## config.mk

```make
export PLATFORM = sky130hd
export DESIGN_NAME = uart_rx_fifo
export DESIGN_NICKNAME = d
export VERILOG_FILES = /design/src/rtl/uart_rx_fifo_pkg.sv /design/src/rtl/uart_rx_fifo_sync_fifo.sv /design/src/rtl/uart_rx_fifo.sv
export SDC_FILE = /design/constraint.sdc
export NUM_CORES = 1
export LEC_CHECK = 0
export ABC_AREA = 1
export CORE_MARGIN = 5
export CORE_UTILIZATION = 60
export CTS_BUF_LIST = sky130_fd_sc_hd__clkbuf_8
export DETAILED_ROUTE_END_ITERATION = 16
export PLACE_DENSITY = 0.83
export SYNTH_ARGS = -nofsm -noshare
export SYNTH_HDL_FRONTEND = slang
export SYNTH_SLANG_ARGS = --single-unit
```

## constraint.sdc

```tcl
create_clock -name clk -period 5.9 [get_ports clk]
set_clock_uncertainty 0.05 [all_clocks]
set_input_delay 0.885 -clock clk [delete_from_list [all_inputs] [get_ports clk]]
set_output_delay 0.885 -clock clk [all_outputs]
set_load 0.02 [all_outputs]
```

## src/rtl/uart_rx_fifo_pkg.sv

```systemverilog
// Shared UART receive definitions: FSM state encodings and frame constants.
// Latency: none (types and constants only).
// Backpressure: not applicable.
package uart_rx_fifo_pkg;

    typedef enum logic [2:0] {
        ST_IDLE  = 3'd0,
        ST_START = 3'd1,
        ST_DATA  = 3'd2,
        ST_STOP  = 3'd3,
        ST_BREAK = 3'd4
    } rx_state_t;

    // Smallest usable bit period: half of it must still leave a non-zero count.
    localparam int DIV_MIN         = 4;
    localparam int FRAME_DATA_BITS = 8;

endpackage

```

## src/rtl/uart_rx_fifo_sync_fifo.sv

```systemverilog
// Single-clock FIFO with occupancy count; head data is zero when empty.
// Latency: push visible on rd_dat/level one cycle later; pop advances head next cycle.
// Backpressure: push while full is dropped unless a pop happens in the same cycle.
module uart_rx_fifo_sync_fifo #(
    parameter int WIDTH = 8,
    parameter int DEPTH = 8
) (
    input  logic                       clk,
    input  logic                       rst,
    input  logic                       push,
    input  logic [WIDTH-1:0]           wr_dat,
    input  logic                       pop,
    output logic [WIDTH-1:0]           rd_dat,
    output logic                       full,
    output logic                       empty,
    output logic [$clog2(DEPTH):0]     level
);

    localparam int AW = $clog2(DEPTH);
    localparam int LW = AW + 1;

    logic [WIDTH-1:0] mem [DEPTH];
    logic [AW-1:0]    wr_ptr;
    logic [AW-1:0]    rd_ptr;
    logic [LW-1:0]    count;
    logic             do_push;
    logic             do_pop;

    assign empty   = (count == '0);
    assign full    = (count == LW'(DEPTH));
    assign do_pop  = pop & ~empty;
    // A pop in the same cycle frees the slot, so a full FIFO still accepts.
    assign do_push = push & (~full | do_pop);
    assign rd_dat  = empty ? '0 : mem[rd_ptr];
    assign level   = count;

    // Storage write; contents are don't-care until counted in.
    always_ff @(posedge clk) begin
        if (do_push) begin
            mem[wr_ptr] <= wr_dat;
        end
    end

    // Pointers wrap naturally (power-of-two depth); occupancy tracked separately.
    always_ff @(posedge clk or posedge rst) begin
        if (rst) begin
            wr_ptr <= '0;
            rd_ptr <= '0;
            count  <= '0;
        end else begin
            if (do_push) begin
                wr_ptr <= wr_ptr + AW'(1);
            end
            if (do_pop) begin
                rd_ptr <= rd_ptr + AW'(1);
            end
            if (do_push && !do_pop) begin
                count <= count + LW'(1);
            end else if (do_pop && !do_push) begin
                count <= count - LW'(1);
            end
        end
    end

endmodule

```

## src/rtl/uart_rx_fifo.sv

```systemverilog
// 8N1 UART receiver feeding a byte FIFO with a valid/ready pop port and sticky error flags.
// Latency: 2-cycle input sync; byte visible the cycle after the mid-stop-bit sample.
// Backpressure: bytes arriving while the FIFO is full (and not popped) are dropped, overrun_o set.
module uart_rx_fifo
    import uart_rx_fifo_pkg::*;
#(
    parameter int DIV_W      = 16,
    parameter int FIFO_DEPTH = 8
) (
    input  logic                          clk,
    input  logic                          rst,
    input  logic                          rx_i,
    input  logic [DIV_W-1:0]              div_i,
    output logic [7:0]                    data_o,
    output logic                          valid_o,
    input  logic                          ready_i,
    output logic [$clog2(FIFO_DEPTH):0]   level_o,
    output logic                          overrun_o,
    output logic                          frame_err_o,
    input  logic                          clr_err_i
);

    rx_state_t        state;
    rx_state_t        state_nxt;
    logic             rx_s1;
    logic             rx_s2;
    logic [DIV_W-1:0] div_q;
    logic [DIV_W-1:0] div_clamped;
    logic [DIV_W-1:0] cnt;
    logic             cnt_zero;
    logic [2:0]       bit_idx;
    logic [7:0]       shreg;

    logic             start_go;
    logic             cnt_reload;
    logic             shift_en;
    logic             push;
    logic             frame_err_set;
    logic             overrun_set;
    logic             fifo_full;
    logic             fifo_empty;

    assign div_clamped = (div_i < DIV_W'(DIV_MIN)) ? DIV_W'(DIV_MIN) : div_i;
    assign cnt_zero    = (cnt == '0);

    // Two-flop synchronizer for the asynchronous pad; idles high out of reset.
    always_ff @(posedge clk or posedge rst) begin
        if (rst) begin
            rx_s1 <= 1'b1;
            rx_s2 <= 1'b1;
        end else begin
            rx_s1 <= rx_i;
            rx_s2 <= rx_s1;
        end
    end

    // FSM state register.
    always_ff @(posedge clk or posedge rst) begin
        if (rst) begin
            state <= ST_IDLE;
        end else begin
            state <= state_nxt;
        end
    end

    // Next-state logic. IDLE is only entered with the line high, so low in IDLE is a falling edge.
    always_comb begin
        state_nxt = state;
        unique case (state)
            ST_IDLE:  if (!rx_s2) state_nxt = ST_START;
            ST_START: if (cnt_zero) state_nxt = rx_s2 ? ST_IDLE : ST_DATA;
            ST_DATA:  if (cnt_zero && bit_idx == 3'(FRAME_DATA_BITS - 1)) state_nxt = ST_STOP;
            ST_STOP:  if (cnt_zero) state_nxt = rx_s2 ? ST_IDLE : ST_BREAK;
            ST_BREAK: if (rx_s2) state_nxt = ST_IDLE;
            default:  state_nxt = ST_IDLE;
        endcase
    end

    // Per-state strobes driving the datapath, FIFO and flags.
    always_comb begin
        start_go      = 1'b0;
        cnt_reload    = 1'b0;
        shift_en      = 1'b0;
        push          = 1'b0;
        frame_err_set = 1'b0;
        unique case (state)
            ST_IDLE:  start_go = ~rx_s2;
            ST_START: cnt_reload = cnt_zero & ~rx_s2;
            ST_DATA: begin
                shift_en   = cnt_zero;
                cnt_reload = cnt_zero;
            end
            ST_STOP: begin
                push          = cnt_zero & rx_s2;
                frame_err_set = cnt_zero & ~rx_s2;
            end
            default: ;
        endcase
    end

    // Bit timing: divisor frozen at frame start, half period to mid start bit, full periods after.
    always_ff @(posedge clk or posedge rst) begin
        if (rst) begin
            div_q <= DIV_W'(DIV_MIN);
            cnt   <= '0;
        end else if (start_go) begin
            div_q <= div_clamped;
            cnt   <= (div_clamped >> 1) - DIV_W'(1);
        end else if (cnt_reload) begin
            cnt   <= div_q - DIV_W'(1);
        end else if (!cnt_zero && (state == ST_START || state == ST_DATA || state == ST_STOP)) begin
            cnt   <= cnt - DIV_W'(1);
        end
    end

    // LSB-first shift register and bit index.
    always_ff @(posedge clk or posedge rst) begin
        if (rst) begin
            bit_idx <= '0;
            shreg   <= '0;
        end else if (state == ST_START) begin
            bit_idx <= '0;
        end else if (shift_en) begin
            bit_idx <= bit_idx + 3'd1;
            shreg   <= {rx_s2, shreg[7:1]};
        end
    end

    // A full FIFO only drops the byte when nothing is popped in the same cycle.
    assign overrun_set = push & fifo_full & ~ready_i;

    // Sticky error flags; a set in the same cycle as a clear wins.
    always_ff @(posedge clk or posedge rst) begin
        if (rst) begin
            overrun_o   <= 1'b0;
            frame_err_o <= 1'b0;
        end else begin
            if (overrun_set) begin
                overrun_o <= 1'b1;
            end else if (clr_err_i) begin
                overrun_o <= 1'b0;
            end
            if (frame_err_set) begin
                frame_err_o <= 1'b1;
            end else if (clr_err_i) begin
                frame_err_o <= 1'b0;
            end
        end
    end

    uart_rx_fifo_sync_fifo #(
        .WIDTH (8),
        .DEPTH (FIFO_DEPTH)
    ) u_fifo (
        .clk    (clk),
        .rst    (rst),
        .push   (push),
        .wr_dat (shreg),
        .pop    (ready_i),
        .rd_dat (data_o),
        .full   (fifo_full),
        .empty  (fifo_empty),
        .level  (level_o)
    );

    assign valid_o = ~fifo_empty;

endmodule

```

After elaboration in Yosys (flattened, before gate mapping)
Memory sizes are Yosys's and may differ from the RTL's.
Index checks and enable logic that the tools add are counted.
- register bits after elaboration: 60
- latch bits: 0
- memory bits (writable): 64
- ROM bits: 0
- input bits: 21
- output and inout bits: 15
- memories kept: 1
- add/subtract/negate cells: 8
- multiply operators: 0
- div/mod/pow operators: 0
- magnitude comparators: 1
- equal/unequal tests: 11
- shift-type cells: 0
- multiplexer cells: 27
- bitwise operators: 12
- reductions and logical operators: 19
- memory list (memory ; depth ; width ; read ports ; clocked after Yosys merged registers in ; wr ports ; line ; text):
    u_fifo.mem ; 8 ; 8 ; 1 ; 0 ; 1 ; uart_rx_fifo_sync_fifo.sv:22 ; logic [WIDTH-1:0] mem [DEPTH];
- operators by type and width (operator ; number):
    16-bit 2-to-1 mux ; 4
    16-bit by 1-bit subtractor with 16-bit output, second input constant ; 2
    3-bit 2-to-1 mux ; 8
    16-bit logical NOT ; 1
    16-bit by 3-bit < comparator with 1-bit output, second input constant ; 1
    15-bit by 1-bit subtractor with 16-bit output, second input constant ; 1
    3-bit case mux with 5 select lines ; 1
    2-bit inequality test, second input constant ; 5
    3-bit by 1-bit adder with 3-bit output, second input constant ; 3
    1-bit 2-to-1 mux ; 9
    4-bit 2-to-1 mux ; 2
    8-bit 2-to-1 mux ; 1
    2-bit nonzero test ; 4
    1-bit bitwise AND ; 6
    3-bit by 2-bit equality test with 1-bit output, second input constant ; 2
    3-bit equality test, second input constant ; 2
    1-bit NOT ; 5
    5-bit AND reduction ; 1
    4-bit by 1-bit adder with 4-bit output, second input constant ; 1
    4-bit equality test, second input constant ; 1
    1-bit logical AND ; 4
    4-bit logical NOT ; 1
    4-bit by 1-bit subtractor with 4-bit output, second input constant ; 1
    3-bit by 1-bit equality test with 1-bit output, second input constant ; 1
    8 further kinds ; 11

Logic depth before layout (Yosys ltp)
Gate-level depths: netlist of the first run.
- depth after elaboration: 9
- depth in mapped cells: 17
- mapped depth without buffers: 17

Modules after synthesis
A second synthesis of the first run with hierarchy kept.
- cell total of the unflattened synthesis: 794
- area, all modules: 6693.9 um2
- by module, submodules not included (module ; instances ; cells each ; area each (um2) ; sequential area each (um2)):
    uart_rx_fifo_sync_fifo ; 1 ; 360 ; 3505.9 ; 2172.1
    uart_rx_fifo ; 1 ; 434 ; 3188.1 ; 1255.0

Worst setup path after synthesis of the first run
OpenSTA, ideal clock, no wires.
- kind: input-to-reg
- start point: input ready_i
- end point: register u_fifo.count[3] (netlist: u_fifo.level[3])
- setup time: 0.132 ns
- arrival time: 2.561 ns
- data required time: 5.718 ns
- slack: 3.157 ns
- cell stages on the path: 13
- cells stage by stage: nand2_1 nand4_1 inv_1 nor4_2 ha_1 inv_1 ha_1 a21o_1 a21oi_1 nand2_1 nand2_1 nor2_1 xor2_1
- cells in the longest elaborated chain, start to end: 6
- RTL lines (item ; line ; text):
    from (decl) ; uart_rx_fifo.sv:16 ; input logic ready_i,
    1-bit bitwise AND * ; uart_rx_fifo_sync_fifo.sv:31 ; assign do_pop = pop & ~empty;
    1-bit bitwise OR * ; uart_rx_fifo_sync_fifo.sv:33 ; assign do_push = push & (~full | do_pop);
    1-bit bitwise AND * ; uart_rx_fifo_sync_fifo.sv:33 ;
    net u_fifo.do_push ; uart_rx_fifo_sync_fifo.sv:26 ; logic do_push;
    1-bit logical NOT ; uart_rx_fifo_sync_fifo.sv:59 ; end else if (do_pop && !do_push) begin
    1-bit logical AND ; uart_rx_fifo_sync_fifo.sv:59 ;
    2-bit nonzero test (no source line) ; - ;
    to (signal assigned) ; uart_rx_fifo_sync_fifo.sv:58 ; count <= count + LW'(1);
    to (signal assigned) ; uart_rx_fifo_sync_fifo.sv:60 ; count <= count - LW'(1);
    to (decl) ; uart_rx_fifo_sync_fifo.sv:25 ; logic [LW-1:0] count;
Mark *: on every way through the listed nets, which the timed path passes. The rest lies on a longest branch.
A chain may end at the register's enable or synchronous reset.

Final worst setup path of the first run
- start point: register u_fifo.rd_ptr[0]
- end point: output data_o[3]
- cells in the longest elaborated chain, start to end: 2
- RTL lines (item ; line ; text):
    from (decl) ; uart_rx_fifo_sync_fifo.sv:24 ; logic [AW-1:0] rd_ptr;
    from (signal assigned) ; uart_rx_fifo_sync_fifo.sv:55 ; rd_ptr <= rd_ptr + AW'(1);
    memory 8 x 8 bit ; - ;
    8-bit 2-to-1 mux ; uart_rx_fifo_sync_fifo.sv:34 ; assign rd_dat = empty ? '0 : mem[rd_ptr];
    to (decl) ; uart_rx_fifo.sv:14 ; output logic [7:0] data_o,
No other way between the ends.

==> flow_metrics.py, run 1 <==
metrics = {
    "critical_path": {
        "cp_num_cells": 7,
        "path_buf_inv": 3,
        "arrival_ns": 3.04,
        "crit_path_end": "data_o[3]",
        "slowest_delay_ns": 0.67,
        "path_delay_family": "buffers and inverters",
        "critical_path_required_ns": 4.97,
        "regToRegSetupSlack_ns": 2.68,
        "crit_start": "u_fifo.rd_ptr[0]$_DFFE_PP0P_",
        "critPathLaunchType": "register",
        "endpoint_kind": "primary output",
        "cp_slowest_cell": "inv_1",
        "crit_chain": "buf_4 -> inv_1 -> o21ai_0 -> o22ai_1 -> o21ai_0 -> a31oi_1 -> clkdlybuf4s50_1",
        "rr_worst_depth": 15,
        "path_max_fanout": 34,
        "r2r_start": "u_fifo.level[0]$_DFFE_PP0P_",
        "crit_top_cell": "o21ai_0",
        "crit_type": "register to primary output",
        "reg2reg_to": "u_fifo.level[3]$_DFFE_PP0P_",
    },
    "grt": {
        "grt_max_degree": 61,
        "antenna_found_initial": 0,
        "grt_overflow": 0,
        "grt_pass1_vias": 4522,
        "grtUsageTotal_pct": 21.00,
        "grt_pass1_wl_um": 21000,
    },
    "floorplanning": {
        "initial_utilization_pct": 61.77,
        "dieArea_um2": 12220,
        "row_count": 36,
        "coreArea_um2": 9819,
        "ioPinCount": 36,
        "die_y_um": 110.5,
        "die_width_um": 110.5,
    },
    "timing": {
        "clock.fmax_mhz": 251.6,
        "final.setup.worst_slack_ns": 1.925,
        "timing.hold.ws_ns": 0.3081,
        "rsz0062_at_grt": "false",
        "min_period_ns": 3.975,
        "slew_headroom_pct": 24.32,
        "worst_pin_slew_ns": 1.127,
        "hold_violations": 0,
        "period_share_pct": 67.38,
        "maxSlewViolCount": 0,
        "tns_ns": 0,
        "setup_viol": 0,
    },
    "synthesis": {
        "synth_edf_count": 64,
        "synth-warning-count": 0,
        "synth_seq_cells": 124,
        "synth.area.top_cells": "edfxtp_1, dfrtp_1, nand2_1, nor2_1, inv_1",
        "yosysTopAreaCellShare_pct": 31.68,
        "ys_top_cells_by_count": "nand2_1, nor2_1, inv_1, edfxtp_1, dfrtp_1",
        "synth_ff_type": "edfxtp_1",
        "synth_cells": 674,
        "yosysMostFrequentCell": "nand2_1",
        "synthDistinctLibCells": 39,
        "synthArstFlopShare_pct": 48.39,
        "synth_area_um2": 6066,
        "ys_seq_area_share_pct": 56.50,
        "synth_nets": 704,
        "syn_area_per_cell_um2": 9.000,
        "synth_top_area_cell": "edfxtp_1",
    },
    "clock_network": {
        "cts_hold_buffers": 0,
        "htreeDepth": 4,
        "cts.sinks": 124,
        "cts_inserted_buffers": 17,
        "cts_root_buffer": "clkbuf_8",
        "cts_tree": "built",
        "cts_setup_buffers": 0,
        "cts_resized": 0,
        "path_clk_slew_ns": 0.08,
        "clockBufferDepth": 2,
        "clock_latency_ns": 0.42,
    },
    "min_path": {
        "hold_path.class": "register to register",
        "whs_path_depth": 0,
    },
    "drt": {
        "top_layer": "met4",
        "dr_total_vias": 4587,
        "firstDrtPassIters": 5,
        "routed_via_density": 5.328,
        "drc": 0,
        "drtAntennaViolNets": 0,
        "dr_wl_met2_um": 6512,
        "drt_iter0_markers": 348,
        "wl_per_cell_um": 14.41,
        "wl_met3_um": 692,
        "wl_um": 12400,
        "wl_met1_um": 5059,
    },
    "power": {
        "finalPower_mw": 2.835,
        "ir_drop_v": 0.0002748,
        "p_per_area_nw_per_um2": 409.1,
        "power.leakage_nw": 3.134,
    },
    "cells_and_area": {
        "nNetsFinal": 745,
        "antenna_cells": 0,
        "area_delta_synth_final_pct": 14.25,
        "final_cells": 861,
        "drive_gt1_share_pct": 12.09,
    },
    "run_status": {
        "status": "complete, no violations",
    },
    "place": {
        "pre_cts_slack_ns": 2.294,
        "gp_congestion": 0.8418,
        "dp.cells": 829,
        "io_buffers": 35,
        "dp_hpwl_um": 8606,
    },
    "run": {
        "maxCapViolCount": 0,
    },
}
where the power goes:
group / switching, mW / internal, mW
combinational: 0.617 / 0.393
sequential: 0.0777 / 0.984
clock: 0.372 / 0.392
total: 1.07 / 1.77
worst min-delay path by stage:
stage,startpoint,end,slack [ns]
after CTS,rx_s1$_DFF_PP1_,rx_s2$_DFF_PP1_,0.31
after global routing,rx_s1$_DFF_PP1_,rx_s2$_DFF_PP1_,0.32
after floorplan,rx_s1$_DFF_PP1_,rx_s2$_DFF_PP1_,0.30
after global placement,rx_s1$_DFF_PP1_,rx_s2$_DFF_PP1_,0.30
after detailed placement,rx_s1$_DFF_PP1_,rx_s2$_DFF_PP1_,0.30
final,rx_s1$_DFF_PP1_,rx_s2$_DFF_PP1_,0.31
layout by cell type (no fill, tap or decap), drive strengths merged, types with 3 or more instances in the layout:
cell,count
o21ai,57
nor3,10
xor2,5
o21bai,3
edfxtp,64
nand2,184
clkdlybuf4s50,35
nand3,31
dfrtp,57
a31oi,10
a21oi,8
o22ai,10
nand4,3
clkbuf,17
ha,8
inv,97
nor2,106
dfstp,3
buf,6
layout make-up:
| class | instances | area, µm² |
|---|---|---|
| fill | 741 | 2889 |
| inverter | 88 | 330.3 |
| sequential | 124 | 3427 |
| multi-input combinational | 443 | 2201 |
| clock buffer | 17 | 234.0 |
| timing repair buffer | 41 | 395.4 |
| clock inverter | 15 | 176.4 |
| tap | 133 | 166.4 |
state kept, by name, summed over array words and instances (netlist names), 3 cells and up:
| signal | count |
|---|---|
| state | 3 |
| shreg | 8 |
| div_q | 16 |
| cnt | 16 |
| u_fifo.mem | 64 |
| bit_idx | 3 |
| u_fifo.rd_ptr | 3 |
| u_fifo.level | 4 |
| u_fifo.wr_ptr | 3 |
per-layer routing:
metal / GRT usage (%) / vias to the layer above
met3: 4.923 / 20
met4: 6.158 / 0
met2: 36.00 / 163
met5: 0 / -
li1: - / 2264
met1: 26.61 / 2140
metrics by stage:
stage                     util, %  area, µm²
final                       70.58       6930
after floorplan                 -       6066
after global routing        70.58       6930
after CTS                   70.58       6930
after global placement      66.40       6520
after detailed placement    66.40       6520
logic make-up after synthesis:
| group | Yosys count | synth area share [%] |
|---|---|---|
| buffers and inverters | 107 | 7.219 |
| AO/OA/AOI/OAI | 91 | 8.746 |
| multiplexers | 1 | 0.1856 |
| AND/OR/NAND/NOR | 335 | 24.36 |
| XOR/XNOR | 7 | 1.011 |
| flip-flops | 124 | 56.50 |
| adder cells (fa/ha/maj) | 9 | 1.980 |
Power figures use the tool's default switching activity.
==> run 2: changes to the inputs <==
--- a/config.mk
+++ b/config.mk
@@ -7,10 +7,10 @@
 export LEC_CHECK = 0
 export ABC_AREA = 1
 export CORE_MARGIN = 5
-export CORE_UTILIZATION = 60
+export CORE_UTILIZATION = 56
 export CTS_BUF_LIST = sky130_fd_sc_hd__clkbuf_8
 export DETAILED_ROUTE_END_ITERATION = 16
-export PLACE_DENSITY = 0.83
+export PLACE_DENSITY = 0.82
 export SYNTH_ARGS = -nofsm -noshare
 export SYNTH_HDL_FRONTEND = slang
 export SYNTH_SLANG_ARGS = --single-unit
==> constraint.sdc (replaced) <==
create_clock -name clk -period 3.45 [get_ports clk]
set_clock_uncertainty 0.05 [all_clocks]
set_input_delay 0.5175 -clock clk [delete_from_list [all_inputs] [get_ports clk]]
set_output_delay 0.5175 -clock clk [all_outputs]
set_load 0.02 [all_outputs]
==> flow_metrics.py, run 2 (synthesized netlist as in run 1, its figures left out) <==
metrics = {
    "run_status": {
        "status": "complete, no violations",
    },
    "cells_and_area": {
        "multiInputGateArea_um2": 2201,
        "final_cells": 875,
        "reg_top3": "u_fifo.mem (64), cnt (16), div_q (16)",
        "top_register": "u_fifo.mem",
        "fin_area_um2": 7038,
        "seqCellArea_um2": 3427,
        "fillers": 839,
        "final_common_cell": "nand2_1",
        "drive_gt1_share_pct": 12.65,
        "area_delta_synth_final_pct": 16.03,
        "utilization_pct": 65.50,
        "largest_reg_flops": 64,
        "layout_common_cells": "nand2_1, nor2_1, inv_1",
        "nNetsFinal": 752,
        "antenna_cells": 0,
    },
    "place": {
        "dp_hpwl_um": 8355,
        "dp.cells": 843,
        "pre_cts_slack_ns": 0.2798,
        "dpl-instance-area_um2": 6581,
        "io_buffers": 35,
        "gp_congestion": 0.8939,
    },
    "critical_path": {
        "cp_slowest_cell": "clkdlybuf4s50_1",
        "r2r_start": "u_fifo.level[0]$_DFFE_PP0P_",
        "crit_path_end": "data_o[5]",
        "regToRegSetupSlack_ns": 0.29,
        "reg2reg_to": "u_fifo.level[3]$_DFFE_PP0P_",
        "crit_type": "register to primary output",
        "crit_start": "u_fifo.rd_ptr[1]$_DFFE_PP0P_",
        "crit_top_cell": "o21ai_0",
        "path_max_fanout": 17,
        "slowest_delay_ns": 0.65,
        "crit_chain": "inv_1 -> o21ai_0 -> o22ai_1 -> o21ai_0 -> a31oi_1 -> clkdlybuf4s50_1",
        "rr_worst_depth": 14,
        "arrival_ns": 2.68,
        "endpoint_kind": "primary output",
        "critPathLaunchType": "register",
        "critical_path_required_ns": 2.88,
    },
    "timing": {
        "slew_headroom_pct": 33.47,
        "rsz0062_at_grt": "false",
        "tns_ns": 0,
        "min_period_ns": 3.245,
        "period_share_pct": 94.06,
        "timing.hold.ws_ns": 0.3102,
        "clock.fmax_mhz": 308.2,
        "worst_pin_slew_ns": 0.9966,
        "hold_violations": 0,
        "maxSlewViolCount": 0,
        "setup_viol": 0,
        "final.setup.worst_slack_ns": 0.2051,
    },
    "floorplanning": {
        "initial_utilization_pct": 56.45,
        "coreArea_um2": 10750,
        "row_count": 38,
        "die_width_um": 114.1,
        "die_y_um": 114.1,
        "dieArea_um2": 13010,
        "ioPinCount": 36,
    },
    "clock_network": {
        "clock_latency_ns": 0.43,
        "cts_hold_buffers": 0,
        "cts_root_buffer": "clkbuf_8",
        "path_clk_slew_ns": 0.08,
        "cts_resized": 0,
        "htreeDepth": 4,
        "cts_setup_buffers": 0,
        "cts_tree": "built",
        "cts.sinks": 124,
        "clockBufferDepth": 2,
        "cts_inserted_buffers": 17,
    },
    "grt": {
        "grt_pass1_wl_um": 20820,
        "antenna_found_initial": 0,
        "grt_max_degree": 47,
        "grt_overflow": 0,
        "grt_pass1_vias": 4401,
        "grtUsageTotal_pct": 20.38,
    },
    "drt": {
        "wl_per_cell_um": 14.10,
        "drtAntennaViolNets": 0,
        "firstDrtPassIters": 5,
        "drt_iter0_markers": 254,
        "routed_via_density": 5.222,
        "drc": 0,
        "dr_total_vias": 4569,
        "wl_um": 12340,
    },
    "power": {
        "power_switching_mw": 1.773,
        "ir_drop_v": 0.0004497,
        "seq_power_share_pct": 35.7,
        "p_int_mw": 3.216,
        "finalPower_mw": 4.989,
        "clock_power_share_pct": 29.3,
        "p_per_area_nw_per_um2": 708.9,
        "switching_share_pct": 35.54,
        "power.leakage_nw": 3.141,
        "power_frac_comb_pct": 35.0,
    },
    "run": {
        "maxCapViolCount": 0,
    },
    "min_path": {
        "hold_path.class": "register to register",
    },
}
run 2: cell count changes in the layout (fill, tap and decap cells not counted):
cell        change
bufinv_16       +3
inv_6           -5
clkinv_2        +1
clkinv_4        +2
inv_8           -2
buf_4           +7
clkinvlp_4      -1
inv_1           +2
run 2: metal layers:
layer	vias to the layer above	global-route usage [%]	part of all wire, %	wire length [µm]
li1	2277	-	-	-
met1	2125	25.18	42	5198
met2	151	35.28	50	6176
met3	16	4.757	6.1	756
met4	0	6.888	1.7	204
met5	-	0	0	0
run 2: power groups by stage:
stage          registers, mW  clock network (mW)  logic, mW
2_1_floorplan           1.83                   0       1.16
3_3_place_gp            1.80                   0       1.68
3_5_place_dp            1.81                   0       1.73
4_1_cts                 1.78                1.48       1.74
5_1_grt                 1.80                1.55       1.93
6_report                1.78                1.46       1.75
run 2: worst min path at each step:
stage | from | end | slack, ns | depth (start not counted)
after CTS | rx_s1$_DFF_PP1_ | rx_s2$_DFF_PP1_ | 0.31 | 0
after global placement | rx_s1$_DFF_PP1_ | rx_s2$_DFF_PP1_ | 0.30 | 0
after floorplan | rx_s1$_DFF_PP1_ | rx_s2$_DFF_PP1_ | 0.30 | 0
after detailed placement | rx_s1$_DFF_PP1_ | rx_s2$_DFF_PP1_ | 0.30 | 0
after global routing | rx_s1$_DFF_PP1_ | rx_s2$_DFF_PP1_ | 0.32 | 0
final | rx_s1$_DFF_PP1_ | rx_s2$_DFF_PP1_ | 0.31 | 0
run 2: layout make-up:
type	instances	area share, %
clock buffers	17	3.324
clock inverters	15	3.164
inverters	88	4.693
multi-input cells	443	31.27
flip-flops and latches	124	48.69
well taps	140	2.489
repair buffers	48	6.364
run 2: worst max-delay path: cells and delay by family, from the launching register on:
| kind | cells | cell delay [ns] |
|---|---|---|
| AO/OA/AOI/OAI | 4 | 0.77 |
| buffers and inverters | 2 | 1.07 |
| flip-flops | 1 | 0.38 |
==> run 3: changes to the inputs <==
--- a/config.mk
+++ b/config.mk
@@ -6,11 +6,13 @@
 export NUM_CORES = 1
 export LEC_CHECK = 0
 export ABC_AREA = 1
+export CELL_PAD_IN_SITES_DETAIL_PLACEMENT = 1
+export CELL_PAD_IN_SITES_GLOBAL_PLACEMENT = 2
 export CORE_MARGIN = 5
-export CORE_UTILIZATION = 56
+export CORE_UTILIZATION = 35
 export CTS_BUF_LIST = sky130_fd_sc_hd__clkbuf_8
 export DETAILED_ROUTE_END_ITERATION = 16
-export PLACE_DENSITY = 0.82
+export PLACE_DENSITY = 0.81
 export SYNTH_ARGS = -nofsm -noshare
 export SYNTH_HDL_FRONTEND = slang
 export SYNTH_SLANG_ARGS = --single-unit
==> flow_metrics.py, run 3 (synthesized netlist as in run 1, its figures left out) <==
metrics = {
    "critical_path": {
        "reg2reg_to": "u_fifo.level[3]$_DFFE_PP0P_",
        "arrival_ns": 2.54,
        "path_delay_family": "buffers and inverters",
        "endpoint_kind": "primary output",
        "critPathLaunchType": "register",
        "crit_start": "u_fifo.rd_ptr[0]$_DFFE_PP0P_",
        "crit_path_end": "data_o[0]",
        "crit_chain": "inv_1 -> buf_4 -> nor2_1 -> o22ai_1 -> o21ai_0 -> a31oi_1 -> clkdlybuf4s50_1",
        "critical_path_required_ns": 2.88,
        "regToRegSetupSlack_ns": 0.53,
        "crit_type": "register to primary output",
        "rr_worst_depth": 14,
        "path_max_fanout": 13,
        "r2r_start": "cnt[11]$_DFFE_PP0P_",
        "cp_slowest_cell": "clkdlybuf4s50_1",
        "cp_num_cells": 7,
        "slowest_delay_ns": 0.63,
        "path_buf_inv": 3,
    },
    "grt": {
        "grtUsageTotal_pct": 15.34,
        "grt_pass1_wl_um": 24500,
        "grt_pass1_vias": 4967,
        "grt_overflow": 0,
        "grt_max_degree": 34,
        "antenna_found_initial": 0,
    },
    "clock_network": {
        "cts_hold_buffers": 0,
        "cts_inserted_buffers": 17,
        "htreeDepth": 4,
        "cts_tree": "built",
        "cts_root_buffer": "clkbuf_8",
        "clock_latency_ns": 0.45,
        "path_clk_slew_ns": 0.07,
        "cts_setup_buffers": 0,
        "cts.sinks": 124,
        "cts_resized": 0,
        "clockBufferDepth": 2,
    },
    "drt": {
        "wl_met3_um": 378,
        "wl_per_cell_um": 14.81,
        "drc": 0,
        "drtAntennaViolNets": 0,
        "routed_via_density": 4.759,
        "dr_wl_met2_um": 7290,
        "wl_met1_um": 6457,
        "drt_iter0_markers": 205,
        "wl_um": 14320,
        "firstDrtPassIters": 5,
        "dr_total_vias": 4602,
        "top_layer": "met4",
    },
    "place": {
        "gp_congestion": 0.7805,
        "io_buffers": 35,
        "dp_hpwl_um": 10300,
    },
    "floorplanning": {
        "die_y_um": 141.6,
        "die_width_um": 141.6,
        "row_count": 48,
        "dieArea_um2": 20060,
        "initial_utilization_pct": 35.31,
        "coreArea_um2": 17180,
        "ioPinCount": 36,
    },
    "timing": {
        "slew_headroom_pct": 63.20,
        "tns_ns": 0,
        "hold_violations": 0,
        "period_share_pct": 90.08,
        "setup_viol": 0,
        "min_period_ns": 3.108,
        "rsz0062_at_grt": "false",
        "clock.fmax_mhz": 321.8,
        "maxSlewViolCount": 0,
        "timing.hold.ws_ns": 0.3068,
        "worst_pin_slew_ns": 0.5515,
    },
    "power": {
        "p_per_area_nw_per_um2": 683.8,
        "ir_drop_v": 0.0003522,
        "power.leakage_nw": 3.139,
    },
    "run_status": {
        "status": "complete, no violations",
    },
    "cells_and_area": {
        "layout_common_cells": "nand2_1, nor2_1, inv_1",
        "largest_reg_flops": 64,
        "antenna_cells": 0,
        "drive_gt1_share_pct": 13.61,
        "area_delta_synth_final_pct": 17.66,
        "reg_top3": "u_fifo.mem (64), cnt (16), div_q (16)",
        "top_register": "u_fifo.mem",
        "nNetsFinal": 759,
        "final_common_cell": "nand2_1",
    },
    "min_path": {
        "hold_path.class": "register to register",
    },
    "run": {
        "maxCapViolCount": 0,
    },
}
-- run 3: cell types whose count changed in the layout (fill, tap and decap cells not counted), sizes merged --
cell / previous run / this run
buf: 13 / 20
bufinv: 5 / 2
inv: 92 / 94
clkinvlp: 1 / 2
-- run 3: worst min path at each step --
stage                               start               to  slack [ns]  depth (start not counted)
after floorplan           rx_s1$_DFF_PP1_  rx_s2$_DFF_PP1_        0.30                          0
after global placement    rx_s1$_DFF_PP1_  rx_s2$_DFF_PP1_        0.30                          0
after detailed placement  rx_s1$_DFF_PP1_  rx_s2$_DFF_PP1_        0.30                          0
after CTS                 rx_s1$_DFF_PP1_  rx_s2$_DFF_PP1_        0.31                          0
after global routing      rx_s1$_DFF_PP1_  rx_s2$_DFF_PP1_        0.32                          0
final                     rx_s1$_DFF_PP1_  rx_s2$_DFF_PP1_        0.31                          0
-- run 3: per-layer routing --
| metal | up-vias | track usage (%) |
|---|---|---|
| li1 | 2292 | - |
| met1 | 2219 | 18.57 |
| met4 | 0 | 5.354 |
| met3 | 18 | 3.640 |
| met2 | 73 | 26.76 |
| met5 | - | 0 |
-- run 3: layout make-up --
cell class,count,area [µm²]
tap,225,281.5
sequential,124,3427
multi-input combinational,443,2201
clock buffer,17,234.0
fill,2050,10040
timing repair buffer,55,500.5
inverter,88,330.3
clock inverter,15,162.7
-- run 3: per-stage QoR --
step           instance area, µm²  instances  power, mW  setup slack (ns)  utilization, %
2_1_floorplan                6066        674      2.988            0.8343               -
3_3_place_gp                 6740        935      3.586            0.4092           39.24
3_5_place_dp                 6740        935      3.644            0.2226           39.24
4_1_cts                      7137        967      4.954            0.2519           41.55
5_1_grt                      7137        967      5.251            0.1276           41.55
6_report                     7137        967      4.880            0.3424           41.55
-- run 3: report_power, final --
| part | switching, mW | internal [mW] |
|---|---|---|
| combinational | 1.08 | 0.699 |
| clock | 0.640 | 0.652 |
| sequential | 0.125 | 1.68 |
